--- src/rtl/vsru_chain_scheduler.sv ---
// rtl/vsru_chain_scheduler.sv - round-robin chain scheduler feeding the vector reduce unit
//
// Purpose: arbitrates MAX_CHAINS requester chains frame by frame (round robin,
// no preemption) and forwards the granted chain's beats, tagged with its chain
// id and per-chain reduce-mode byte, to the reduce unit with one cycle latency.
//
// Ports:
//   clk, rst_n                 clock, asynchronous active-low reset
//   req_valid/req_eof          per-chain beat valid / last beat of frame
//   req_vector                 all chains' lanes; chain c owns lanes c*N..c*N+N-1
//   req_ready                  per-chain beat accept (only the granted chain)
//   cfg_we/cfg_chain/cfg_data  reduce-mode byte write
//   cfg_busy                   a write to the streaming chain is held pending
//   valid_out..vector_out      registered beat stream to the reduce unit
//   frames_done                wrapping count of completed frames
module vsru_chain_scheduler #(
  parameter int N          = 8,
  parameter int DATA_WIDTH = 32,
  parameter int MAX_CHAINS = 4,
  localparam int CW        = $clog2(MAX_CHAINS)
) (
  input  logic                  clk,
  input  logic                  rst_n,
  input  logic [MAX_CHAINS-1:0] req_valid,
  input  logic [MAX_CHAINS-1:0] req_eof,
  input  logic [DATA_WIDTH-1:0] req_vector [MAX_CHAINS*N-1:0],
  output logic [MAX_CHAINS-1:0] req_ready,
  input  logic                  cfg_we,
  input  logic [CW-1:0]         cfg_chain,
  input  logic [7:0]            cfg_data,
  output logic                  cfg_busy,
  output logic                  valid_out,
  output logic                  eof_out,
  output logic [CW-1:0]         chainId_out,
  output logic [7:0]            conf_out,
  output logic [DATA_WIDTH-1:0] vector_out [N-1:0],
  output logic [15:0]           frames_done
);

  localparam int VW = $clog2(MAX_CHAINS * N);

  typedef enum logic {IDLE, STREAM} state_e;

  state_e                state_q, state_d;
  logic [CW-1:0]         grant_q, grant_d;
  logic [CW-1:0]         last_grant_q, last_grant_d;
  logic [CW-1:0]         rr_pick, rr_cand;
  logic                  rr_found;
  logic                  xfer, xfer_eof;
  logic [7:0]            conf_q [MAX_CHAINS];
  logic                  pend_q;
  logic [CW-1:0]         pend_chain_q;
  logic [7:0]            pend_data_q;
  logic                  cfg_ok, cfg_hit_grant;
  logic [DATA_WIDTH-1:0] lanes [N];

  // First requesting chain strictly after the last frame's owner, wrapping.
  always_comb begin
    rr_found = 1'b0;
    rr_cand  = '0;
    rr_pick  = grant_q;
    for (int i = 1; i <= MAX_CHAINS; i++) begin
      rr_cand = CW'((int'(last_grant_q) + i) % MAX_CHAINS);
      if (!rr_found && req_valid[rr_cand]) begin
        rr_pick  = rr_cand;
        rr_found = 1'b1;
      end
    end
  end

  always_comb begin
    for (int l = 0; l < N; l++) begin
      lanes[l] = req_vector[VW'(int'(grant_q) * N + l)];
    end
  end

  always_comb begin
    state_d      = state_q;
    grant_d      = grant_q;
    last_grant_d = last_grant_q;
    req_ready    = '0;
    xfer         = 1'b0;
    xfer_eof     = 1'b0;
    case (state_q)
      IDLE: begin
        if (|req_valid) begin
          grant_d = rr_pick;
          state_d = STREAM;
        end
      end
      STREAM: begin
        req_ready[grant_q] = 1'b1;
        xfer = req_valid[grant_q];
        if (xfer && req_eof[grant_q]) begin
          xfer_eof     = 1'b1;
          last_grant_d = grant_q;
          state_d      = IDLE;
        end
      end
      default: state_d = IDLE;
    endcase
  end

  always_ff @(posedge clk or negedge rst_n) begin
    if (!rst_n) begin
      state_q      <= IDLE;
      grant_q      <= '0;
      last_grant_q <= CW'(MAX_CHAINS - 1);
    end else begin
      state_q      <= state_d;
      grant_q      <= grant_d;
      last_grant_q <= last_grant_d;
    end
  end

  // A write aimed at the chain currently streaming is parked so the frame in
  // flight keeps one reduce mode throughout; it lands on that chain's eof edge.
  // An eof in the same cycle as the write still counts as mid-frame.
  assign cfg_ok        = (int'(cfg_chain) < MAX_CHAINS);
  assign cfg_hit_grant = (state_q == STREAM) && (grant_q == cfg_chain);
  assign cfg_busy      = pend_q;

  always_ff @(posedge clk or negedge rst_n) begin
    if (!rst_n) begin
      for (int c = 0; c < MAX_CHAINS; c++) begin
        conf_q[c] <= '0;
      end
      pend_q       <= 1'b0;
      pend_chain_q <= '0;
      pend_data_q  <= '0;
    end else begin
      if (cfg_we && !pend_q && cfg_ok) begin
        if (cfg_hit_grant) begin
          pend_q       <= 1'b1;
          pend_chain_q <= cfg_chain;
          pend_data_q  <= cfg_data;
        end else begin
          conf_q[cfg_chain] <= cfg_data;
        end
      end
      if (pend_q && xfer_eof && (grant_q == pend_chain_q)) begin
        conf_q[pend_chain_q] <= pend_data_q;
        pend_q               <= 1'b0;
      end
    end
  end

  always_ff @(posedge clk or negedge rst_n) begin
    if (!rst_n) begin
      valid_out   <= 1'b0;
      eof_out     <= 1'b0;
      chainId_out <= '0;
      conf_out    <= '0;
      frames_done <= '0;
      for (int l = 0; l < N; l++) begin
        vector_out[l] <= '0;
      end
    end else begin
      valid_out <= xfer;
      eof_out   <= xfer && req_eof[grant_q];
      if (xfer) begin
        chainId_out <= grant_q;
        conf_out    <= conf_q[grant_q];
        for (int l = 0; l < N; l++) begin
          vector_out[l] <= lanes[l];
        end
      end
      if (xfer_eof) begin
        frames_done <= frames_done + 16'd1;
      end
    end
  end

endmodule
--- config.mk ---
export PLATFORM = sky130hd
export DESIGN_NAME = vsru_chain_scheduler
export DESIGN_NICKNAME = d
export VERILOG_FILES = /design/src/rtl/vsru_chain_scheduler.sv
export SDC_FILE = /design/constraint.sdc
export NUM_CORES = 1
export LEC_CHECK = 0
export ABC_AREA = 1
export CAP_MARGIN = 10
export CORE_AREA = 2 2 513 515
export CTS_CLUSTER_DIAMETER = 80
export CTS_CLUSTER_SIZE = 40
export DETAILED_ROUTE_END_ITERATION = 12
export DIE_AREA = 0 0 515 517
export HOLD_SLACK_MARGIN = 0.02
export SYNTH_ARGS = -nofsm -noshare
export SYNTH_HDL_FRONTEND = slang
export SYNTH_SLANG_ARGS = --single-unit
--- constraint.sdc ---
create_clock -name clk -period 1.5 [get_ports clk]
set_input_delay 0.3 -clock clk [delete_from_list [all_inputs] [get_ports clk]]
set_output_delay 0.3 -clock clk [all_outputs]
set_load 0.03 [all_outputs]
After elaboration in Yosys (flattened, before gate mapping)
Index checks and enable logic that the tools add are counted.
{ "word_totals": {"elab_cells": 151, "input_bits": 1045, "register_bits": 332} }
{ "classes": {"muxes": 67, "bitwise_logic": 4, "n_eq_ne": 2, "n_addsub": 12, "n_lt_le_gt_ge": 19, "reduce_logical": 24} }
{ "op_table": {"columns": ["op", "n"], "rows": [
  ["32-bit binary-select mux with 5-bit select", 7],
  ["32-bit two-way mux", 19],
  ["32-bit binary-select mux with 2-bit select", 1],
  ["32-bit bitwise mux", 2],
  ["5-bit by 7-bit less-than comparator with 1-bit output, second input constant", 8],
  ["8-bit demux with 2-bit select", 2],
  ["8-bit two-way mux", 4],
  ["5-bit by 3-bit adder with 5-bit output, second input constant", 4],
  ["1-bit two-way mux", 18],
  ["16-bit by 1-bit adder with 16-bit output, second input constant", 1],
  ["8-bit binary-select mux with 2-bit select", 1],
  ["2-bit by 3-bit less-than comparator with 1-bit output, second input constant", 5],
  ["1-bit binary-select mux with 2-bit select", 6],
  ["1-bit logical AND", 12],
  ["5-bit by 2-bit adder with 5-bit output, second input constant", 2],
  ["3-bit greater-or-equal comparator, second input constant", 3],
  ["2-bit inverter with 3-bit output", 3],
  ["2-bit two-way mux", 4],
  ["3-bit by 1-bit less-than comparator with 1-bit output, second input constant", 2],
  ["2-bit AND reduction", 3],
  ["5-bit by 1-bit adder with 5-bit output, second input constant", 1],
  ["2-bit by 1-bit adder with 2-bit output, second input constant", 2],
  ["2-bit adder, second input constant", 2],
  ["2-bit equality test", 2],
  ["10 further kinds", 14]
]} }

Depth between registers and ports, before layout
{ "logic_depth": {"word_depth": 14, "depth_mapped": 11, "ltp_nobuf": 11} }

Worst setup path before layout
Ideal clock, no wire load.
{ "synth_timing": {"kind": "reg2reg", "start": "register grant_q[0]", "end": "register conf_q[22] (netlist bit)", "stages_incl_launch_ff": 11, "n_path_buf": 2, "setup_time_ns": 0.121, "t_arrival_ns": 1.467, "required_ns": 1.379, "path_slack_ns": -0.087, "cell_sequence": "dfrtp_1 -> buf_4 -> nor2_4 -> nand2_1 -> nand4_4 -> nand3_4 -> nor2_4 -> nand2_2 -> buf_2 -> nand2_1 -> o21ai_1"} }
{ "synth_between": {"elab_chain_len": 8, "elab_cells_between_ends": 16, "classes_between": "eq/ne (2); mux (10); reduce/logical (4)"} }
{ "synth_lines": {"columns": ["element", "line_no", "text"], "rows": [
  ["from (decl)", "45", "logic [CW-1:0] grant_q, grant_d;"],
  ["from (signal assigned)", "111", "grant_q <= grant_d;"],
  ["1-bit binary-select mux with 2-bit select, on equally long branches", "93, 94", null],
  ["1-bit two-way mux, on equally long branches", "93, 94", null],
  ["1-bit logical AND", "94", "if (xfer && req_eof[grant_q]) begin"],
  ["1-bit two-way mux", "94", null],
  ["1-bit two-way mux", "84", "case (state_q)"],
  ["1-bit logical AND (2 in a row)", "141", "if (pend_q && xfer_eof && (grant_q == pend_chain_q)) begin"],
  ["32-bit two-way mux (*)", "141", null],
  ["to (signal, indexed assignment)", "138", "conf_q[cfg_chain] <= cfg_data;"],
  ["to (signal, indexed assignment)", "142", "conf_q[pend_chain_q] <= pend_data_q;"],
  ["to (decl)", "50", "logic [7:0] conf_q [MAX_CHAINS];"]
]} }
Mark *: on every way between the ends. The rest lies on a longest branch, timed or not. The select of a mux whose other input is x is not followed.
A chain may end at the register's enable or synchronous reset.

Worst setup path after layout
{ "layout_timing": {"start": "register grant_q[1]", "end": "register frames_done[12]"} }
{ "layout_between": {"elab_chain_len": 5, "elab_cells_between_ends": 7, "classes_between": "mux (6); reduce/logical (1)"} }
{ "layout_lines": {"columns": ["element", "line_no", "text"], "rows": [
  ["1-bit binary-select mux with 2-bit select, on equally long branches", "93, 94", null],
  ["1-bit two-way mux, on equally long branches", "93, 94", null],
  ["1-bit logical AND (*)", "94", null],
  ["1-bit two-way mux (*)", "94", null],
  ["1-bit two-way mux (*)", "84", null],
  ["to (signal assigned)", "169", "frames_done <= frames_done + 16'd1;"],
  ["to (decl)", "37", "output logic [15:0] frames_done"]
]} }
Marked as above.

==> results.txt <==
----------------------------------------------------
[Yosys]
  EDFF count, synth ... 0
  Net Count, Synth ... 3,282
  Gate Count Post-Synth ... 2,236
  Arithmetic-cell share of the synthesized area counting full adders, half adders and majority gates ... 0.0641%
  Parity-gate share of the synthesized area counting xor and xnor cells ... 0.718%
  Main combinational cell family by area after synthesis ... compound AO/OA/AOI/OAI gates
  Synth area leader ... sky130_fd_sc_hd__dfrtp_1
  Post-Synth Simple-Gate Area ... 21.1%
  Area contributors post-synth ... sky130_fd_sc_hd__dfrtp_1 42%, sky130_fd_sc_hd__nand2_1 13%, sky130_fd_sc_hd__a41oi_2 11%
  Share of cell area taken by muxes after synthesis ... 0%
  Post-Syn Area per Cell ... 8.73 um^2
  Cell variety after synth ... 35
  Complex-gate fraction of the synthesized area ... 29.1%
  Cell area after synthesis ... 19,500 um^2
  Most used standard cells in the synthesized netlist ... 697 x sky130_fd_sc_hd__nand2_1, 330 x sky130_fd_sc_hd__dfrtp_1, 276 x sky130_fd_sc_hd__nor2_1
  Register bit total from synthesis ... 332
  Leading register cell type out of synthesis ... sky130_fd_sc_hd__dfrtp_1
  Most numerous cell in the Yosys netlist ... sky130_fd_sc_hd__nand2_1
  Number of warnings reported in the yosys synthesis log ... 0
  Async SR Flop Fraction ... 100%
  Yosys top cell area share ... 42.3%
  Share of synthesized area occupied by flip-flops and latches ... 42.6%

[Drt]
  Wire per inst ... 33.9 um
  Count of TritonRoute iterations in the first routing pass ... 5
  Detailed-route wire length ... 255,000 um
  Total via count in the routed design ... 28.0k
  Detailed router's first-iteration violation count ... 2,056
  Antenna-violating nets left ... 0
  Total DRC errors in the routed layout ... 0
  Number of vias per cell ... 3.71

[Final layout]
  NumNets Final ... 5,082
  Area growth from synthesis to layout ... 157%
  Fraction of final layout cells with drive strength greater than 1 ... 40.0%

[Timing]
  Pins Over Slew Limit ... 0
  Period Utilization, post-route ... 155%
  Hold slack ... 0.0626 ns
  Final worst setup slack ... -0.820 ns
  Hold Vio Cnt, Final ... 0
  Max-Slew Margin vs Limit ... 50.7%
  RSZ-0062 raised after global routing ... yes
  Min Clock Period, post-route ... 2.32 ns
  Setup tns final ... -242.05 ns
  Max frequency ... 431 MHz
  Maximum clock skew at final layout ... 0.0412 ns
  Tightest Pin Transition ... 0.739 ns
  Final setup violation count ... 620

[Worst hold path]
  Type of the tightest min-delay check ... input port to async pin

[CTS]
  Clock buffer count from CTS ... 48
  Clock sink total ... 332
  H-tree level count ... 2
  Clock-pin transition on the worst setup and hold timing paths ... 0.07 ns
  Clk root buf ... sky130_fd_sc_hd__clkbuf_16
  TritonCTS clock tree ... built
  Maximum root-to-sink buffer count ... 3
  Clk Latency, worst-skew pair ... 0.70 ns

[Power]
  Peak supply drop ... 1.30 mV
  Combinational share of power ... 73.4%
  Cell-internal power ... 62.3 mW
  Net load switching power ... 60.4 mW
  Clock share of power ... 10.6%
  Sequential group share of total power ... 15.9%
  Power density over the cells ... 2440 nW/um^2
  Leakage dissipation ... 18.3 nW
  Sw frac ... 49.2%

[Global routing]
  Number of global-route vias before repair ... 26.5k
  Wire length of the first global-routing pass ... 301,000 um
  Number of antenna violations at the first check in global routing ... 182
  GR Util All Layers ... 17.6%
  Final global-route overflow total ... 0
  Largest net degree at the start of global routing ... 66

[Critical path]
  Highest fanout seen on the critical path ... 6
  CP arrival ... 2.88 ns
  Required time reported for the critical path endpoint ... 2.06 ns
  Standard cell with the maximum stage delay on the critical path ... sky130_fd_sc_hd__dfrtp_1
  Startpoint type of the worst setup path ... flop
  Critical Path Max Stage Delay ... 0.42 ns
  Ordered list of cells on the worst path ... buf_6 -> clkinv_4 -> nor2_4 -> buf_12 -> nand2_2 -> nand4_1 -> nand3_4 -> buf_4 -> buf_12 -> clkinv_8 -> buf_8 -> buf_6 -> nand2_2 -> o21ai_1
  WS Path Type ... flop to flop
  Number of buffers and inverters on the critical path ... 8
  Type of destination of the critical path ... flop
  Family with the most delay on the worst path ... buffers and inverters

[Outcome]
  Result of the run ... finished, violations left
  Violations in the final reports ... setup timing

[Die]
  Die height ... 517 um
  Top Ports ... 1,334
  Placeable core area ... 261,000 um^2
  Die X ... 515 um
  Initial core utilization ... 7.48%
  Number of core rows ... 188
  Die outline area ... 266,000 um^2

[Place]
  Number of buffers added on ports ... 1,333
  Worst slack, placed ... -1.23 ns
  Post-detail-place hpwl ... 205,000 um
  Placer's final routability congestion estimate ... 0.921

[Job]
  Maximum Capacitance Violations ... 0

----------------------------------------------------
==> power by group through the flow <==
| stage | Clock (mW) | Sequential (mW) | Combinational, mW |
|---|---|---|---|
| floorplan | 0 | 23.9 | 21.5 |
| global placement | 0 | 19.0 | 67.3 |
| detailed placement | 0 | 19.0 | 67.6 |
| CTS | 13.5 | 19.3 | 77.5 |
| global route | 13.6 | 20.0 | 94.0 |
| finish | 13.1 | 19.6 | 90.2 |
==> through the flow <==
| stage | area [um^2] | instances | total power [mW] | util (%) |
|---|---|---|---|---|
| after detailed placement | 41700 | 7107 | 86.6 | 16.0 |
| final | 50200 | 7545 | 123 | 19.2 |
| after CTS | 45900 | 7271 | 110 | 17.6 |
| after global placement | 41700 | 7107 | 86.3 | 16.0 |
| after floorplan | 19800 | 2236 | 45.3 | - |
| after global routing | 50100 | 7514 | 128 | 19.2 |
==> sequential cells by signal (all words and copies together), names as in the netlist <==
| name | flops |
|---|---|
| conf_out | 8 |
| grant_q | 2 |
| cfg_busy | 1 |
| last_grant_q | 2 |
| frames_done | 16 |
| vector_out | 256 |
| pend_data_q | 8 |
| conf_q | 32 |
| state_q | 1 |
| pend_chain_q | 2 |
| eof_out | 1 |
| valid_out | 1 |
| chainId_out | 2 |
==> worst paths after layout <==
| check | startpoint | endpoint | slack [ns] | cells past startpoint |
|---|---|---|---|---|
| max reg2reg | grant_q[1] | frames_done[12] | -0.82 | 14 |
| max in group asynchronous | rst_n | vector_out[78] | 0.55 | 3 |
| min in group clk | req_vector[807] | vector_out[39] | 0.19 | 3 |
| min reg2reg | last_grant_q[0] | last_grant_q[0] | 0.54 | 2 |
| min | rst_n | vector_out[77] | 0.06 | 2 |
| max | grant_q[1] | frames_done[12] | -0.82 | 14 |
==> metal layers <==
metal / share of wire (%) / track usage (%) / wire [um]
met1: 40 / 21.5 / 103000
met2: 43 / 27.0 / 110000
met3: 12 / 8.34 / 30400
met4: 4.0 / 5.86 / 10300
met5: 0.36 / 0 / 917
==> final cells by class <==
class / instances / area [um^2]
antenna: 52 / 130
clock buffer: 50 / 1230
clock inverter: 37 / 487
fill: 28631 / 211000
inverter: 48 / 248
multi-input combinational: 1664 / 12200
sequential: 332 / 8450
tap: 3420 / 4280
timing repair buffer: 1933 / 22900
timing repair inverter: 9 / 270
==> kinds of logic after synthesis <==
| group | count (synthesis) |
|---|---|
| and+or+nand+nor | 1039 |
| AOI/OAI and AO/OA | 608 |
| DFF | 332 |
| buffers and inverters | 240 |
| xor gates and xnor gates | 16 |
| adders and majority gates | 1 |
==> repair_timing <==
| action | CTS | global route |
|---|---|---|
| hold endpoints to repair | 223 | 0 |
| setup endpoints to repair | 621 | 634 |
| hold buffers | 3 | 0 |
| gates resized for setup | 255 | 871 |
| pin swaps | 15 | 31 |
| setup buffers | 37 | 191 |
| gates cloned | 37 | 44 |
==> layout by cell type, fill, tap and decap left out, drive strengths merged, types with 2 or more instances in the layout <==
cell	count
a21oi	5
a22oi	264
a41oi	264
and2	2
buf	856
bufbuf	5
bufinv	5
clkbuf	77
clkdlybuf4s50	1043
clkinv	23
clkinvlp	2
dfrtp	330
dfstp	2
diode	52
dlygate4sd3	2
inv	64
nand2	701
nand3	22
nand3b	3
nand4	20
nor2	280
nor3	10
o21ai	74
xnor2	6
xor2	10
No activity file was read; power rests on OpenSTA's default activity.
